--- config.mk ---
export PLATFORM = sky130hd
export DESIGN_NAME = instr_fetch_unit_flat
export DESIGN_NICKNAME = d
export VERILOG_FILES = /design/src/rtl/instr_fetch_unit_if.sv /design/src/rtl/instr_fetch_unit.sv /design/src/flat_wrapper.sv
export SDC_FILE = /design/constraint.sdc
export NUM_CORES = 1
export LEC_CHECK = 0
export ABC_AREA = 1
export CAP_MARGIN = 5
export CORE_ASPECT_RATIO = 1.25
export CORE_UTILIZATION = 35
export CTS_CLUSTER_DIAMETER = 50
export CTS_CLUSTER_SIZE = 12
export DETAILED_ROUTE_END_ITERATION = 10
export PLACE_DENSITY = 0.77
export SLEW_MARGIN = 20
export SYNTH_ARGS = -nofsm -noshare
export SYNTH_HDL_FRONTEND = slang
export SYNTH_SLANG_ARGS = --single-unit
--- constraint.sdc ---
create_clock -name clk -period 1.8 [get_ports clk]
set_input_delay 0.27 -clock clk [delete_from_list [all_inputs] [get_ports clk]]
set_output_delay 0.27 -clock clk [all_outputs]
set_load 0.02 [all_outputs]
--- src/rtl/instr_fetch_unit_if.sv ---
// instr_fetch_unit_if: instruction memory req/ack bus (master = fetch unit, slave = memory)
interface instr_fetch_unit_if;
  logic        imem_req;
  logic [15:0] imem_addr;
  logic        imem_ack;
  logic [15:0] imem_rdata;
  modport master (output imem_req, imem_addr, input imem_ack, imem_rdata);
  modport slave (input imem_req, imem_addr, output imem_ack, imem_rdata);
endinterface

--- src/rtl/instr_fetch_unit.sv ---
// instr_fetch_unit: fetch stage owning PC/IR, fetches over imem req/ack and commits next PC on Buff_PC
// Ports: clk/Rst (sync, active-high); imem (req/addr out, ack/rdata in);
// controller inputs Buff_PC, Branch, Jump, JumpReg, Done; outputs Ins/InsM/InsL, PC, PCplus1,
// ins_valid, Stall, halted, instret.
module instr_fetch_unit #(
  parameter logic [15:0] RESET_PC = 16'h0000
) (
  input  logic        clk,
  input  logic        Rst,
  instr_fetch_unit_if.master imem,
  input  logic        Buff_PC,
  input  logic        Branch,
  input  logic [1:0]  Jump,
  input  logic [15:0] JumpReg,
  input  logic        Done,
  output logic [15:0] Ins,
  output logic [7:0]  InsM,
  output logic [1:0]  InsL,
  output logic [15:0] PC,
  output logic [15:0] PCplus1,
  output logic        ins_valid,
  output logic        Stall,
  output logic        halted,
  output logic [15:0] instret
);
  typedef enum logic [1:0] {IDLE, FETCH, EXEC, HALT} state_t;
  state_t      state_q;
  logic [15:0] pc_q, ir_q, instret_q, pc_d;
  logic        req_q, valid_q, halted_q;
  // Jump=11 is reserved and falls through to sequential, ignoring Branch
  always_comb
    pc_d = Jump == 2'b01 ? {pc_q[15:12], ir_q[11:0]} :
           Jump == 2'b10 ? JumpReg :
           (Jump == 2'b00 && Branch) ? pc_q + {{8{ir_q[7]}}, ir_q[7:0]} :
           pc_q + 16'd1;
  always_ff @(posedge clk) begin
    if (Rst) begin
      state_q   <= IDLE;
      pc_q      <= RESET_PC;
      ir_q      <= 16'h0000;
      instret_q <= 16'h0000;
      req_q     <= 1'b0;
      valid_q   <= 1'b0;
      halted_q  <= 1'b0;
    end else begin
      case (state_q)
        IDLE: begin
          state_q <= FETCH;
          req_q   <= 1'b1;
        end
        FETCH: if (imem.imem_ack) begin
          ir_q    <= imem.imem_rdata;
          state_q <= EXEC;
          req_q   <= 1'b0;
          valid_q <= 1'b1;
        end
        EXEC: if (Done) begin
          state_q  <= HALT;
          valid_q  <= 1'b0;
          halted_q <= 1'b1;
        end else if (Buff_PC) begin
          pc_q      <= pc_d;
          instret_q <= instret_q + 16'd1;
          state_q   <= FETCH;
          req_q     <= 1'b1;
          valid_q   <= 1'b0;
        end
        HALT: ;
      endcase
    end
  end
  assign imem.imem_req  = req_q;
  assign imem.imem_addr = pc_q;
  assign Ins            = ir_q;
  assign InsM           = ir_q[15:8];
  assign InsL           = ir_q[1:0];
  assign PC             = pc_q;
  assign PCplus1        = pc_q + 16'd1;
  assign ins_valid      = valid_q;
  assign Stall          = req_q;
  assign halted         = halted_q;
  assign instret        = instret_q;
endmodule
--- src/flat_wrapper.sv ---
// flat-port wrapper written by rule: the top's interface ports become plain ports
module instr_fetch_unit_flat 
#(
  parameter logic [15:0] RESET_PC = 16'h0000
)
  (clk, Rst, Buff_PC, Branch, Jump, JumpReg, Done, Ins, InsM, InsL, PC, PCplus1, ins_valid, Stall, halted, instret, imem_imem_req, imem_imem_addr, imem_imem_ack, imem_imem_rdata);
  instr_fetch_unit_if imem_i ();
  input  logic clk;
  input  logic Rst;
  input  logic Buff_PC;
  input  logic Branch;
  input  logic [1:0] Jump;
  input  logic [15:0] JumpReg;
  input  logic Done;
  output logic [15:0] Ins;
  output logic [7:0] InsM;
  output logic [1:0] InsL;
  output logic [15:0] PC;
  output logic [15:0] PCplus1;
  output logic ins_valid;
  output logic Stall;
  output logic halted;
  output logic [15:0] instret;
  output wire logic [$bits(imem_i.imem_req)-1:0] imem_imem_req;
  output wire logic [$bits(imem_i.imem_addr)-1:0] imem_imem_addr;
  input wire logic [$bits(imem_i.imem_ack)-1:0] imem_imem_ack;
  input wire logic [$bits(imem_i.imem_rdata)-1:0] imem_imem_rdata;
  assign imem_imem_req = imem_i.imem_req;
  assign imem_imem_addr = imem_i.imem_addr;
  assign imem_i.imem_ack = imem_imem_ack;
  assign imem_i.imem_rdata = imem_imem_rdata;
  instr_fetch_unit #(.RESET_PC(RESET_PC)) u_core (.clk(clk), .Rst(Rst), .imem(imem_i), .Buff_PC(Buff_PC), .Branch(Branch), .Jump(Jump), .JumpReg(JumpReg), .Done(Done), .Ins(Ins), .InsM(InsM), .InsL(InsL), .PC(PC), .PCplus1(PCplus1), .ins_valid(ins_valid), .Stall(Stall), .halted(halted), .instret(instret));
endmodule
==> results of run 1 <==
worst max-delay path, cell delays in order, from the launching register on:
cell     delay [ns]
dfxtp_4        0.36
buf_6          0.13
ha_4           0.23
or2_4          0.24
nand3_2        0.09
nand2_4        0.07
or2_2          0.27
nand3_1        0.07
a21oi_1        0.06
nor2_1         0.15
nor2_1         0.09
metrics by stage:
stage / setup TNS (ns) / setup WS [ns] / hold WS, ns / cell area, um2 / power, W
after CTS: -0.0679 / -0.0244 / 0.482 / 6430 / 0.00326
after detailed placement: -2.80 / -0.188 / 0.468 / 6090 / 0.00224
after global routing: -1.47 / -0.170 / 0.499 / 6920 / 0.00348
after global placement: -2.23 / -0.131 / 0.445 / 6090 / 0.00223
after floorplan: -0.0453 / -0.0403 / 0.437 / 4100 / 0.00179
final: -0.293 / -0.0974 / 0.478 / 6920 / 0.00335
report_power, final:
group	switching, W	total [W]	internal (W)	leakage (nW)
logic	0.000535	0.00106	0.000529	2.67
clock network	0.000478	0.000996	0.000518	0.0631
registers	0.0000604	0.00129	0.00123	0.437
Yosys cell counts, drive strengths merged:
cell type | count | share of area
and2 | 3 | 0.0046
nor3b | 1 | 0.0018
o31ai | 1 | 0.0018
xnor2 | 5 | 0.011
a31oi | 5 | 0.0077
clkbuf | 9 | 0.0083
dfxtp | 53 | 0.26
ha | 20 | 0.062
nand3b | 7 | 0.016
nand3 | 44 | 0.062
or2 | 5 | 0.0077
nand2 | 148 | 0.14
nand4 | 8 | 0.012
nor2 | 96 | 0.10
fa | 1 | 0.0049
o21ai | 45 | 0.055
a21oi | 49 | 0.060
clkinv | 2 | 0.0018
o21bai | 4 | 0.0074
o211ai | 1 | 0.0018
buf | 33 | 0.057
inv | 80 | 0.074
xor2 | 14 | 0.030
and3 | 1 | 0.0015
nor3 | 8 | 0.013
final cells by class:
type                    count  share of cell area
repair buffers            243               0.324
clock inverters             2             0.00217
inverters                  82              0.0445
flip-flops and latches     53               0.157
clock buffers               6              0.0186
well taps                 135              0.0244
multi-input cells         466               0.430
how the worst max path moves through the flow:
stage,cells after the start,slack (ns),endpoint
floorplan,8,-0.04,u_core.PC[12]
global placement,6,-0.13,PCplus1[12]
detailed placement,6,-0.19,PCplus1[12]
CTS,13,-0.02,u_core.PC[14]
global route,13,-0.17,u_core.PC[14]
finish,10,-0.1,u_core.PC[7]
layer usage:
layer / track usage / part of all wire
met1: 0.263 / 0.39
met2: 0.415 / 0.50
met3: 0.0410 / 0.079
met4: 0.0979 / 0.036
met5: 0 / 0
state kept, by name, indices dropped and copies added (netlist names):
name and cells:
u_core.ins_valid 1, u_core.halted 1, u_core.Ins 16, u_core.PC 16, u_core.state_q 2, u_core.Stall 1
u_core.instret 16
logic make-up (layout without fill, tap and decap cells):
kind of cell             Yosys count  after routing  synth area share
AND/OR/NAND/NOR                  321            321             0.356
flip-flops                        53             53             0.261
AO/OA/AOI/OAI                    105            105             0.135
buffers and inverters            124            333             0.141
XOR/XNOR                          19             19            0.0409
adder cells (fa/ha/maj)           21             21            0.0665
what timing repair did:
| action | CTS | global route |
|---|---|---|
| buffers inserted | 2 | 14 |
| resized for setup | 102 | 106 |
| setup endpoints to repair | 29 | 35 |
| hold endpoints to repair | 0 | 0 |
| pin swaps | 3 | 39 |
| cloned | 0 | 0 |
==> impl_metrics.py, run 1 <==
metrics = {
    "status": {
        "outcome": "complete, but fails checks",
        "violations": "design-rule violations, negative setup slack",
    },
    "sta": {
        "fin_crit_ns": 1.90,
        "slew_violations": 0,
        "clock_skew_ns": 0.00453,
        "slew_headroom": 0.709,
        "fin_ws_ns": -0.0974,
        "fmax_ghz": 0.527,
        "worstMarginPinSlew_ns": 0.436,
        "min_period_over_period": 1.05,
        "finalSetupViolCount": 6,
        "rsz0062_at_grt": "yes",
        "hold_violations": 0,
    },
    "critical_path": {
        "cp.required_ns": 1.98,
        "worstPathMaxFanout": 5,
        "cp.arrival_ns": 2.08,
        "crit_type": "reg2reg",
        "r2r_cells": 10,
        "timing.rr.end": "u_core.PC[7]",
        "ff2ff_setup_slack_ns": -0.1,
        "r2r-start": "u_core.PC[2]",
        "startpoint": "u_core.PC[2]",
        "cp-start-kind": "register",
        "worst_setup_path_end_kind": "register",
    },
    "cts": {
        "cts_hold_buf": 0,
        "cts_inserted_buffers": 5,
        "cts_sinks": 53,
        "clk_latency_ns": 0.30,
        "cts_max_level": 2,
        "cts_buffer_depth": 2,
        "cts_root_buffer": "clkbuf_16",
        "cts_tree": "yes",
        "clk_pin_slew_worst_paths_ns": 0.07,
    },
    "die": {
        "core_area_um2": 11200,
        "pin_count": 134,
        "die_area_um2": 12000,
        "die_y_um": 122,
        "num_rows": 43,
        "die_w_um": 98.4,
        "start_util": 0.363,
    },
    "finish": {
        "n_antenna_cell": 0,
        "area_growth_pct": 70.2,
        "drive_above_1_share": 0.304,
        "n_fill_cell": 955,
        "final-seq-area_um2": 1080,
        "nNetsFinal": 912,
        "utilization": 0.618,
        "multi_input_area_um2": 2970,
        "final_cell_mix": "nand2_1, clkdlybuf4s50_1, buf_4",
        "final_common_cell": "nand2_1",
        "stdcell_count": 987,
    },
    "global_routing": {
        "grt_pass1_vias": 4483,
        "grt_usage": 0.229,
        "antenna_found_initial": 0,
        "grt_first_pass_wirelength_um": 21700,
        "grt_max_degree": 29,
        "globalRouteOverflowTotal": 0,
    },
    "pwr": {
        "p_leak_nw": 3.17,
        "ir_drop_v": 0.000404,
        "pwr_density_cell_nw_per_um2": 484,
    },
    "detailed_routing": {
        "vias": 5012,
        "drc": 2,
        "via_per_inst": 5.08,
        "wl_um": 15100,
        "avgRoutedWirePerCell_um": 15.3,
        "ant_nets": 0,
        "dr.pass1.iters": 11,
        "drt_iter0_markers": 394,
    },
    "logic_synthesis": {
        "syn_nets": 704,
        "ys_seq_elements": 53,
        "ys_seq_area_frac": 0.261,
        "synthCells": 643,
        "synth.distinct_cells": 37,
        "postSynthAreaPerCell_um2": 6.32,
        "synth.cell_area_um2": 4060,
        "yosysWarnings": 0,
    },
    "placed_design": {
        "hpwl_um": 10600,
        "port_buffers": 133,
        "dp_cells": 963,
        "gp_congestion": 0.927,
    },
    "worst_hold_path": {
        "min_path_cells": 2,
        "hold_class": "reg2reg",
        "hold_start": "u_core.halted",
        "min_to": "u_core.halted",
    },
    "flow_run": {
        "maxCapViolations": 0,
    },
}
No activity file was read; power rests on OpenSTA's default activity.
==> inputs of run 2 (changes only) <==
- HOLD_SLACK_MARGIN: not set -> 0.1
- SLEW_MARGIN: 20 -> 25
==> results of run 2 <==
Final layout, timing and power as in run 1 (identical DEF).
